===== config.mk =====
export PLATFORM = sky130hd
export DESIGN_NAME = spi_reg_bank
export DESIGN_NICKNAME = d
export VERILOG_FILES = /design/src/rtl/spi_reg_bank.sv
export SDC_FILE = /design/constraint.sdc
export NUM_CORES = 1
export LEC_CHECK = 0
export ABC_AREA = 1
export CAP_MARGIN = 20
export CORE_UTILIZATION = 30
export DETAILED_ROUTE_END_ITERATION = 8
export PLACE_DENSITY_LB_ADDON = 0.05
export SLEW_MARGIN = 20
export SYNTH_ARGS = -nofsm -noshare
export SYNTH_HDL_FRONTEND = slang
export SYNTH_SLANG_ARGS = --single-unit

===== constraint.sdc =====
create_clock -name wb_clk_i -period 1.85 [get_ports wb_clk_i]
set_clock_uncertainty 0.05 [all_clocks]
set_input_delay 0.555 -clock wb_clk_i [delete_from_list [all_inputs] [get_ports wb_clk_i]]
set_output_delay 0.555 -clock wb_clk_i [all_outputs]
set_load 0.01 [all_outputs]

===== src/rtl/spi_reg_bank.sv =====
// spi_reg_bank: SPI byte-stream command decoder driving an auto-incrementing 8-bit register bank.
// Frames start with a command byte (bit7 = write, low bits = start address).
module spi_reg_bank #(
  parameter int NREGS = 8,
  parameter logic [7:0] RESET_VAL = 8'h00
) (
  input  logic                       wb_clk_i,
  input  logic                       wb_rst_ni,
  input  logic                       cs_active,
  input  logic                       rx_valid,
  input  logic [7:0]                 rx_data,
  output logic [7:0]                 tx_data,
  output logic [NREGS*8-1:0]         reg_out,
  output logic                       wr_stb,
  output logic [$clog2(NREGS)-1:0]   wr_addr,
  output logic [7:0]                 frame_bytes
);
  localparam int AW = $clog2(NREGS);
  typedef enum logic [1:0] {IDLE, CMD, WRITE, READ} state_t;
  state_t state_q, state_d;
  logic [AW-1:0] ptr_q, ptr_d, rd_addr, wr_addr_q, wr_addr_d;
  logic [7:0] regs_q [NREGS];
  logic [7:0] tx_q, tx_d, fb_q, fb_d;
  logic wr_stb_q, wr_stb_d, we, load, acc;
  assign acc = cs_active && rx_valid && state_q != IDLE;
  always_comb begin
    state_d = state_q;
    ptr_d = ptr_q;
    rd_addr = ptr_q;
    wr_stb_d = 1'b0;
    wr_addr_d = wr_addr_q;
    we = 1'b0;
    load = 1'b0;
    fb_d = (acc && fb_q != 8'hFF) ? fb_q + 8'd1 : fb_q;
    if (!cs_active) state_d = IDLE;
    else case (state_q)
      IDLE: begin
        state_d = CMD;
        fb_d = '0;
      end
      CMD: if (rx_valid) begin
        state_d = rx_data[7] ? WRITE : READ;
        rd_addr = rx_data[AW-1:0];
        ptr_d = rx_data[7] ? rx_data[AW-1:0] : rx_data[AW-1:0] + 1'b1;
        load = !rx_data[7];
      end
      WRITE: if (rx_valid) begin
        we = 1'b1;
        wr_stb_d = 1'b1;
        wr_addr_d = ptr_q;
        ptr_d = ptr_q + 1'b1;
      end
      READ: if (rx_valid) begin
        load = 1'b1;
        ptr_d = ptr_q + 1'b1;
      end
      default: state_d = IDLE;
    endcase
    // Sync marker everywhere except while streaming read data
    tx_d = state_d != READ ? 8'hA5 : load ? regs_q[rd_addr] : tx_q;
  end
  always_ff @(posedge wb_clk_i) begin
    if (!wb_rst_ni) begin
      state_q <= IDLE;
      ptr_q <= '0;
      tx_q <= 8'hA5;
      fb_q <= '0;
      wr_stb_q <= 1'b0;
      wr_addr_q <= '0;
      for (int k = 0; k < NREGS; k++) regs_q[k] <= RESET_VAL;
    end else begin
      state_q <= state_d;
      ptr_q <= ptr_d;
      tx_q <= tx_d;
      fb_q <= fb_d;
      wr_stb_q <= wr_stb_d;
      wr_addr_q <= wr_addr_d;
      if (we) regs_q[ptr_q] <= rx_data;
    end
  end
  for (genvar i = 0; i < NREGS; i++) begin : g_out
    assign reg_out[8*i +: 8] = regs_q[i];
  end
  assign tx_data = tx_q;
  assign wr_stb = wr_stb_q;
  assign wr_addr = wr_addr_q;
  assign frame_bytes = fb_q;
endmodule

==> reports/metrics.csv <==
stage,metric,value,unit
global_route,grt_start_max_net_pins,17,
timing,hold_slack,421.9,ps
clock_tree,cts-root-buf,clkbuf_16,
yosys,postSynthCellCount,503,
die,num_rows,43,
yosys,synth-seq-cells,89,
cells_and_area,fill_cells,1387,
yosys,synth_warnings,0,
timing,finalHoldViolations,0,
yosys,syn_avg_cell_area,8.562,um2
clock_tree,cts_buffers,9,
power_and_ir_drop,power.density,716.1,mW/mm2
clock_tree,clockBufferDepth,2,
routing,via_count,3937,
timing,slew_violations,0,
status,status,"finished, final reports clean",
yosys,netlist_area,0.004307,mm2
clock_tree,clock_sinks,89,
critical_path,cp_max_fo,8,
routing,drtAntennaViolNets,0,
flow_run,max-cap-violations,0,
routing,wl_per_cell,16.24,um
routing,drt_iter0_drc,224,
clock_tree,insertion_delay,350,ps
critical_path,path_class,input pin to flop,
global_route,grt_pass1_wl,21160,um
critical_path,r2r_setup_slack,100,ps
timing,timing.setup.tns,0,ps
routing,drc,0,
hold_path,hp-class,flop to flop,
timing,max_clock_freq,0.5515,GHz
global_route,grt_pass1_vias,3832,
timing,fin_crit_sh,0.9801,
timing,slew_headroom,0.7675,
clock_tree,cts_tree,built,
timing,min_period,1813,ps
timing,setup_violations,0,
timing,tightest_slew,347.4,ps
clock_tree,cts-htree-levels,3,
critical_path,required,1860,ps
cells_and_area,n_antenna_cell,0,
yosys,synth_cell_types,31,
global_route,grt_overflow_total,0,
power_and_ir_drop,leakagePower,3.132,nW
power_and_ir_drop,total_power,0.004591,W
clock_tree,clkTransAtPathRegs,60,ps
die,die_x,121.8,um
timing,rsz0062_at_grt,false,
cells_and_area,nets,680,
power_and_ir_drop,ir_drop,0.0003426,V
yosys,netlist.area_leader.share,0.4463,
placed_design,place_hpwl,10560,um
yosys,ys_seq_area_frac,0.5625,
cells_and_area,drive_gt1_frac,0.1764,
die,coreArea,0.01393,mm2
clock_tree,hold_buffers,0,
die,die_h,121.8,um
global_route,track_usage,0.1966,
yosys,syn_nets,518,
routing,via_per_inst,4.637,
global_route,antenna_found_initial,0,
die,start_util,0.3091,
routing,wl,13790,um
yosys,synth_largest_area_cell,edfxtp_1,
die,io_pins,96,
critical_path,cp-end-kind,flop,
cells_and_area,fin_util,0.4601,
critical_path,crit_arrival,1820,ps
placed_design,placed_cell_area,0.006127,mm2
placed_design,gp_congestion,0.8300,
critical_path,cp-start-kind,input pin,
cells_and_area,final_area,0.006411,mm2
yosys,synth_area_leaders,"edfxtp_1 (45%), dfxtp_1 (12%), nand2_1 (8.9%)",
cells_and_area,syn_to_final_growth,48.87,%
routing,first_pass_iters,5,
placed_design,port_buffers,95,
die,dieArea,0.01484,mm2
## power breakdown
| part | switching (W) | internal (W) | leakage (nW) |
|---|---|---|---|
| logic | 0.000323 | 0.000264 | 2.13 |
| registers | 0.0000385 | 0.00219 | 0.864 |
| clock network | 0.000747 | 0.00103 | 0.133 |
## cell type report
cell class              instances  area [um2]  share of cell area
multi-input cells             318        1530              0.2387
well taps                     180       225.2             0.03513
repair buffers                164        1639              0.2557
inverters                      83       314.1             0.04899
clock inverters                 4       46.29            0.007221
clock buffers                  11       232.7             0.03630
flip-flops and latches         89        2424              0.3780
## cells in the mapped netlist (all sizes together)
cell type / n
a31oi: 1
and3: 1
inv: 80
dfxtp: 25
clkinv: 3
a31o: 2
nand3b: 1
nand4: 2
ha: 3
buf: 9
xnor2: 2
xor2: 2
clkbuf: 4
nand3: 70
nor3: 3
or2: 1
nand2: 113
nor2: 80
edfxtp: 64
o21ai: 12
a221oi: 1
a21oi: 22
a211oi: 2
## critical path, stage by stage
cell	delay, ps
clkdlybuf4s50_1	530
inv_2	90
nor3_4	200
buf_12	140
nand2_2	70
nand2_1	110
buf_12	140
## state kept, by name (all words and copies together), names as in the netlist
| register | flops |
|---|---|
| state_q | 2 |
| regs_q | 64 |
| wr_stb | 1 |
| frame_bytes | 8 |
| tx_data | 8 |
| wr_addr | 3 |
| ptr_q | 3 |
## metrics by stage
step                      setup WS [ps]  std cells
after floorplan                  -65.52        503
after global placement           -570.9        831
after detailed placement         -605.3        831
after CTS                       0.07239        846
after global routing             0.5185        849
final                             36.77        849
## cells in the final DEF, fill, tap and decap left out, drive strengths merged, types with 13 or more instances in the layout
cell type,n
nand2,113
nor2,80
dlymetal6s2s,13
inv,80
a21oi,22
edfxtp,64
nand3,70
dfxtp,25
dlygate4sd2,72
buf,69
## repair_timing
action                                  4_1_cts  5_1_grt
endpoints found under the hold margin         0        0
pin swaps                                     1        1
setup buffers                                 0        3
resized for setup                            88       18
endpoints found under the setup margin      214       28
## final timing paths
kind,cells after the start,startpoint,to
worst max register to register,9,state_q[1],regs_q[7][4]
worst min-delay path,2,tx_data[5],tx_data[5]
worst min register to register,2,tx_data[5],tx_data[5]
worst max-delay path,7,wb_rst_ni,regs_q[6][0]
## kinds of logic (layout without fill, tap and decap cells)
group | after synthesis | count (layout) | share of synthesized area
AND/OR/NAND/NOR | 271 | 271 | 0.2775
buffers and inverters | 96 | 262 | 0.09006
flip-flops | 89 | 89 | 0.5625
AO/OA/AOI/OAI | 40 | 40 | 0.05317
XOR/XNOR | 4 | 4 | 0.008136
adder cells (fa/ha/maj) | 3 | 3 | 0.008717
## layer usage
metal  share of wire  wire length [um]  track usage  up-vias
li1                -                 -            -     1941
met1            0.48              6578       0.2726     1858
met2            0.45              6267       0.3076      121
met3           0.048               656      0.03043       17
met4           0.021               284      0.07407        0
met5               0                 0            0        -
Power figures use the tool's default switching activity.
